**src/rtl/seg_pattern_decoder_pkg.sv**
```systemverilog
// Shared constants for the 7-segment receive path: segment patterns (g..a, active low),
// decoded codes for the letter glyphs, and the output handshake state encoding.
package seg_pattern_decoder_pkg;

    // Active-low patterns, bit 6 = g .. bit 0 = a
    localparam logic [6:0] Pat0   = 7'b1000000;
    localparam logic [6:0] Pat1   = 7'b1111001;
    localparam logic [6:0] Pat2   = 7'b0100100;
    localparam logic [6:0] Pat3   = 7'b0110000;
    localparam logic [6:0] Pat4   = 7'b0011001;
    localparam logic [6:0] Pat5   = 7'b0010010;
    localparam logic [6:0] Pat6   = 7'b0000010;
    localparam logic [6:0] Pat7   = 7'b1111000;
    localparam logic [6:0] Pat8   = 7'b0000000;
    localparam logic [6:0] Pat9   = 7'b0010000;
    localparam logic [6:0] PatR   = 7'b0101111;
    localparam logic [6:0] PatA   = 7'b0001000;
    localparam logic [6:0] PatC   = 7'b1000110;
    localparam logic [6:0] PatH   = 7'b0001001;
    localparam logic [6:0] PatE   = 7'b0000110;
    localparam logic [6:0] PatOff = 7'b1111111;

    localparam logic [3:0] CodeR   = 4'hA;
    localparam logic [3:0] CodeA   = 4'hB;
    localparam logic [3:0] CodeC   = 4'hC;
    localparam logic [3:0] CodeH   = 4'hD;
    localparam logic [3:0] CodeE   = 4'hE;
    localparam logic [3:0] CodeOff = 4'hF;

    typedef enum logic {
        StIdle,
        StHold
    } out_state_e;

endpackage

```
**src/rtl/seg_pattern_lut.sv**
```systemverilog
// Combinational segment-pattern to code decoder; unknown patterns give code 0 with inval set.
module seg_pattern_lut
    import seg_pattern_decoder_pkg::*;
(
    input  logic [6:0] seg_i,
    output logic [3:0] code_o,
    output logic       inval_o
);

    // Table lookup of the 16 legal glyphs
    always_comb begin
        code_o  = 4'h0;
        inval_o = 1'b0;
        case (seg_i)
            Pat0:    code_o = 4'h0;
            Pat1:    code_o = 4'h1;
            Pat2:    code_o = 4'h2;
            Pat3:    code_o = 4'h3;
            Pat4:    code_o = 4'h4;
            Pat5:    code_o = 4'h5;
            Pat6:    code_o = 4'h6;
            Pat7:    code_o = 4'h7;
            Pat8:    code_o = 4'h8;
            Pat9:    code_o = 4'h9;
            PatR:    code_o = CodeR;
            PatA:    code_o = CodeA;
            PatC:    code_o = CodeC;
            PatH:    code_o = CodeH;
            PatE:    code_o = CodeE;
            PatOff:  code_o = CodeOff;
            default: inval_o = 1'b1;
        endcase
    end

endmodule

```
**src/rtl/seg_pattern_decoder.sv**
```systemverilog
// Receive side of a multiplexed 7-segment bus: debounces each digit's pattern, decodes it,
// reports per-digit changes on a valid/ready stream and flags lost events as overrun.
module seg_pattern_decoder
    import seg_pattern_decoder_pkg::*;
#(
    parameter int unsigned  DIGITS        = 4,
    parameter int unsigned  STABLE_CYCLES = 8,
    localparam int unsigned DigW          = (DIGITS > 1) ? $clog2(DIGITS) : 1
) (
    input  logic              clk_i,
    input  logic              reset_i,
    input  logic [6:0]        seg_in_i,
    input  logic [DIGITS-1:0] digit_sel_i,
    output logic              out_valid_o,
    input  logic              out_ready_i,
    output logic [3:0]        out_code_o,
    output logic [DigW-1:0]   out_digit_o,
    output logic              out_inval_o,
    output logic              overrun_o
);

    localparam int unsigned     CntW   = $clog2(STABLE_CYCLES + 1);
    localparam logic [CntW-1:0] CntMax = CntW'(STABLE_CYCLES);
    localparam logic [CntW-1:0] CntPre = CntW'(STABLE_CYCLES - 1);

    logic [6:0]        seg_q;
    logic [DIGITS-1:0] sel_q;
    logic [CntW-1:0]   cnt_q, cnt_d;
    logic              in_blank, same, accept, event_fire;
    logic [DigW-1:0]   dig_idx;
    logic [3:0]        lut_code;
    logic              lut_inval;

    logic [DIGITS-1:0][3:0] sh_code_q;
    logic [DIGITS-1:0]      sh_inval_q;
    logic [DIGITS-1:0]      sh_known_q;

    out_state_e      state_q;
    logic            valid_q, inval_q, overrun_q;
    logic [3:0]      code_q;
    logic [DigW-1:0] digit_q;

    // Stability counter: counts consecutive identical one-hot samples, saturating
    always_comb begin
        in_blank = !$onehot(digit_sel_i);
        same     = (seg_in_i == seg_q) && (digit_sel_i == sel_q);
        if (in_blank || !same) begin
            cnt_d = '0;
        end else if (cnt_q == CntMax) begin
            cnt_d = cnt_q;
        end else begin
            cnt_d = cnt_q + CntW'(1);
        end
        // Single-cycle accept on the S-1 -> S transition only
        accept = !in_blank && same && (cnt_q == CntPre);
    end

    // Sample register and counter; the sample clears on reset so the first post-reset
    // pattern always starts a fresh run
    always_ff @(posedge clk_i) begin
        if (reset_i) begin
            seg_q <= '0;
            sel_q <= '0;
            cnt_q <= '0;
        end else begin
            seg_q <= seg_in_i;
            sel_q <= digit_sel_i;
            cnt_q <= cnt_d;
        end
    end

    // One-hot strobe to digit index
    always_comb begin
        dig_idx = '0;
        for (int unsigned i = 0; i < DIGITS; i++) begin
            if (sel_q[i]) begin
                dig_idx = DigW'(i);
            end
        end
    end

    seg_pattern_lut u_lut (
        .seg_i   (seg_q),
        .code_o  (lut_code),
        .inval_o (lut_inval)
    );

    // Event when the digit was never seen or its decoded value changed
    always_comb begin
        event_fire = accept && (!sh_known_q[dig_idx] ||
                                (sh_code_q[dig_idx] != lut_code) ||
                                (sh_inval_q[dig_idx] != lut_inval));
    end

    // Per-digit shadow of the last accepted value, refreshed on every accept
    always_ff @(posedge clk_i) begin
        if (reset_i) begin
            sh_code_q  <= {DIGITS{CodeOff}};
            sh_inval_q <= '0;
            sh_known_q <= '0;
        end else if (accept) begin
            sh_code_q[dig_idx]  <= lut_code;
            sh_inval_q[dig_idx] <= lut_inval;
            sh_known_q[dig_idx] <= 1'b1;
        end
    end

    // Output handshake FSM with registered outputs; a transfer and a new event in the same
    // cycle reload without a bubble
    always_ff @(posedge clk_i) begin
        if (reset_i) begin
            state_q   <= StIdle;
            valid_q   <= 1'b0;
            code_q    <= 4'h0;
            digit_q   <= '0;
            inval_q   <= 1'b0;
            overrun_q <= 1'b0;
        end else begin
            unique case (state_q)
                StIdle: begin
                    if (event_fire) begin
                        code_q  <= lut_code;
                        digit_q <= dig_idx;
                        inval_q <= lut_inval;
                        valid_q <= 1'b1;
                        state_q <= StHold;
                    end
                end
                StHold: begin
                    if (out_ready_i) begin
                        if (event_fire) begin
                            code_q  <= lut_code;
                            digit_q <= dig_idx;
                            inval_q <= lut_inval;
                        end else begin
                            valid_q <= 1'b0;
                            state_q <= StIdle;
                        end
                    end else if (event_fire) begin
                        overrun_q <= 1'b1;
                    end
                end
                default: begin
                    valid_q <= 1'b0;
                    state_q <= StIdle;
                end
            endcase
        end
    end

    assign out_valid_o = valid_q;
    assign out_code_o  = code_q;
    assign out_digit_o = digit_q;
    assign out_inval_o = inval_q;
    assign overrun_o   = overrun_q;

endmodule

```
**config.mk**
```make
export PLATFORM = sky130hd
export DESIGN_NAME = seg_pattern_decoder
export DESIGN_NICKNAME = d
export VERILOG_FILES = /design/src/rtl/seg_pattern_decoder_pkg.sv /design/src/rtl/seg_pattern_lut.sv /design/src/rtl/seg_pattern_decoder.sv
export SDC_FILE = /design/constraint.sdc
export NUM_CORES = 1
export LEC_CHECK = 0
export ABC_CLOCK_PERIOD_IN_PS = 3090
export CAP_MARGIN = 20
export CORE_ASPECT_RATIO = 0.7
export CORE_UTILIZATION = 35
export CTS_CLUSTER_SIZE = 24
export DETAILED_ROUTE_END_ITERATION = 10
export GPL_ROUTABILITY_DRIVEN = 0
export SLEW_MARGIN = 0
export SYNTH_ARGS = -nofsm -noshare
export SYNTH_HDL_FRONTEND = slang
export SYNTH_SLANG_ARGS = --single-unit
```
**constraint.sdc**
```tcl
create_clock -name clk_i -period 3.09 [get_ports clk_i]
set_input_delay 0.309 -clock clk_i [delete_from_list [all_inputs] [get_ports clk_i]]
set_output_delay 0.309 -clock clk_i [all_outputs]
set_load 0.03 [all_outputs]
```
==> impl_metrics.env <==
export IMPL_first_global_vias=2103
export IMPL_fp_dieW_um=107
export IMPL_power_leakage_nw=1.41
export IMPL_syn_cell_area_um2=2690
export IMPL_clk_transition_reported_paths_ns=0.10
export IMPL_cell_with_the_most_instances_after_synthesis="dfxtp_1"
export IMPL_die_h_um=75.3
export IMPL_ys_warn_count=0
export IMPL_whs_path_depth=3
export IMPL_timing_critical_path_arrival_ns=3.03
export IMPL_power_per_cell_area_nw_per_um2=392
export IMPL_cts_hold_buffers=0
export IMPL_worst_case_clock_skew_ns=0.0121
export IMPL_cts_buffers_inserted=5
export IMPL_drt_wl_total_mm=6.47
export IMPL_p_switching_uw=336
export IMPL_timing_critical_path_from_type="flop"
export IMPL_placeableCoreArea_um2=7350
export IMPL_report_final_hold_viol_count=0
export IMPL_top_level_ports=23
export IMPL_design_area_um2=3360
export IMPL_grt_first_pass_wirelength_mm=10.5
export IMPL_worst_hold_slack_ns=0.291
export IMPL_timing_critical_path_to_type="flop"
export IMPL_maxCapViolCount=0
export IMPL_synth_cells=304
export IMPL_drt_initial_drc_count=67
export IMPL_fin_nets=364
export IMPL_num_vias=2251
export IMPL_overall_global_routing_usage_pct=16.9
export IMPL_area_enclosed_by_the_die_boundary_um2=8040
export IMPL_r2r_worst_path_cells=10
export IMPL_viasPerCell=5.07
export IMPL_synth_seq_cells=49
export IMPL_timing_reg2reg_setup_slack_ns=0.28
export IMPL_buffer_ports_inserted=22
export IMPL_outcome="complete, no violations"
export IMPL_tritoncts_clock_tree="yes"
export IMPL_synth_area_leaders="dfxtp_1 36%, mux2i_1 10%, nand2_1 4.9%"
export IMPL_grt_start_max_net_pins=30
export IMPL_worst_skew_pair_late_latency_ns=0.30
export IMPL_synth_top_area_share_pct=36.5
export IMPL_post_layout_total_power_mw=1.32
export IMPL_rsz0062_at_grt="no"
export IMPL_synth_cell_type_count=57
export IMPL_core_rowCount=26
export IMPL_tns_ns=0
export IMPL_layout_cells_sized_above_1_pct=20.2
export IMPL_synth_edf_count=0
export IMPL_syn_mean_instance_area_um2=8.84
export IMPL_critical_path_fanouts_max=12
export IMPL_dpl_instance_area_um2=3150
export IMPL_synth_cell_count_leaders="49 x dfxtp_1, 35 x nand2_1, 28 x nor2_1"
export IMPL_min_period_over_period_pct=91.0
export IMPL_cp_required_ns=3.31
export IMPL_netSwitchingFraction_pct=25.5
export IMPL_p_comb_share_pct=12.9
export IMPL_period_needed_ns=2.81
export IMPL_start_util_pct=36.6
export IMPL_layout_area_overhead_vs_synth_pct=25.0
export IMPL_overflow=0
export IMPL_first_pass_iteration_count_of_the_detailed_router=4
export IMPL_path_class="reg -> reg"
export IMPL_seq_power_share_pct=49.9
export IMPL_synth_sequential_area_ratio_pct=36.5
export IMPL_irDropWorstVdd_v=0.000210
export IMPL_worst_slew_pin_transition_ns=0.558
export IMPL_routed_wire_length_per_instance_um=14.6
export IMPL_maximum_clock_insertion_buffer_count=2
export IMPL_p_int_uw=982
export IMPL_half_perimeter_wire_length_after_placement_mm=4.57
export IMPL_clock_sinks=49
export IMPL_report_final_setup_viol=0
export IMPL_grt_antenna_before_repair=0
export IMPL_postSynth_topFlopCell="dfxtp_1"
export IMPL_slew_limit_headroom_pct=62.6
export IMPL_ctsRootBufferMaster="clkbuf_8"
export IMPL_mappedNetlistNets=323
export IMPL_max_freq_mhz=356
export IMPL_antennaDiodeCount=0
export IMPL_clock_power_share_pct=37.3
export IMPL_final_slew_violations=0
export IMPL_detail_route_antenna_nets=0
export IMPL_worst_hold_path_type="in -> reg"
export IMPL_cts_htree_levels=2
export IMPL_postSynth_asyncResetShare_pct=0
export IMPL_synth_largest_area_cell="dfxtp_1"
export IMPL_number_of_remaining_drc_errors=0
registers in the layout (all words and copies together), names as in the netlist, 2 cells and up:
register and count:
sh_code_q 16, seg_q 7, cnt_q 4, out_code_o 4, sel_q 4, sh_inval_q 4, sh_known_q 4, out_digit_o 2
cell usage in the layout (no fill, tap or decap), drive strengths merged, types with 4 or more instances in the layout:
master and count:
ha 4, clkbuf 6, and3 7, nand2b 5, inv 12, a211oi 8
o21ai 5, o211ai 5, nor2 29, a21oi 13, nor2b 10, nand2 35
or2 5, nor3 8, clkdlybuf4s50 19, buf 31, nand4 5, xnor2 11
mux2i 27, nand3 7, dfxtp 49
kinds of logic (layout without fill, tap and decap cells):
kind of cell	after synthesis	in the layout	synth area share, %
xor gates and xnor gates	14	14	4.84
DFF	49	49	36.5
and+or+nand+nor	128	128	26.0
muxes	29	29	10.9
buffers and inverters	33	75	5.58
adders and majority gates	5	5	2.61
AOI/OAI and AO/OA	46	46	13.6
metrics by stage:
step / util (%) / std cells / setup WS [ns]
final: 45.7 / 444 / 0.279
after detailed placement: 42.8 / 430 / -0.441
after global routing: 45.7 / 444 / 0.125
after CTS: 44.6 / 438 / 0.0186
after global placement: 42.8 / 430 / -0.366
after floorplan: - / 304 / 0.119
metal layers:
layer / vias up / global-route usage, % / share of wire [%]
met1: 1048 / 25.6 / 53
met4: 0 / 3.20 / 0.54
met3: 4 / 3.08 / 5.3
met2: 50 / 25.2 / 41
met5: - / 0 / 0
li1: 1149 / - / -
power groups by stage:
stage	clock [mW]	sequential (mW)	combinational [mW]
CTS	0.501	0.656	0.167
detailed placement	0	0.671	0.163
floorplan	0	0.657	0.113
finish	0.491	0.657	0.170
global placement	0	0.671	0.161
global route	0.527	0.659	0.186
worst max-delay path, cell delays in order (launching register included):
cell and delay (ns):
dfxtp_1 0.58, and4bb_2 0.28, o211a_1 0.24, or2_4 0.28, nor4_4 0.35, xor2_2 0.22
a31oi_4 0.12, buf_12 0.15, buf_6 0.12, buf_4 0.13, a311oi_2 0.25
final timing paths:
| check | start | end |
|---|---|---|
| worst max-delay path | seg_q[5]$_SDFF_PP0_ | out_code_o[0]$_SDFFE_PP0P_ |
| worst min-delay path | digit_sel_i[0] | sel_q[0]$_SDFF_PP0_ |
| worst max register to register | seg_q[5]$_SDFF_PP0_ | out_code_o[0]$_SDFFE_PP0P_ |
| worst min register to register | sh_known_q[1]$_SDFFE_PP0P_ | sh_known_q[1]$_SDFFE_PP0P_ |
repair_timing:
| item | in CTS | in global routing |
|---|---|---|
| endpoints found under the setup margin | 21 | 26 |
| pin swaps | 1 | 4 |
| buffers inserted | 0 | 6 |
| gates resized for setup | 3 | 13 |
cell type report:
type	instances	area, um2
fillers	736	3990
inverters	14	52.6
flip-flops and latches	49	981
multi-input cells	222	1580
well taps	98	123
clock buffers	6	82.6
repair buffers	53	505
clock inverters	2	37.5
Note: power is estimated with default switching activity, not from simulation.
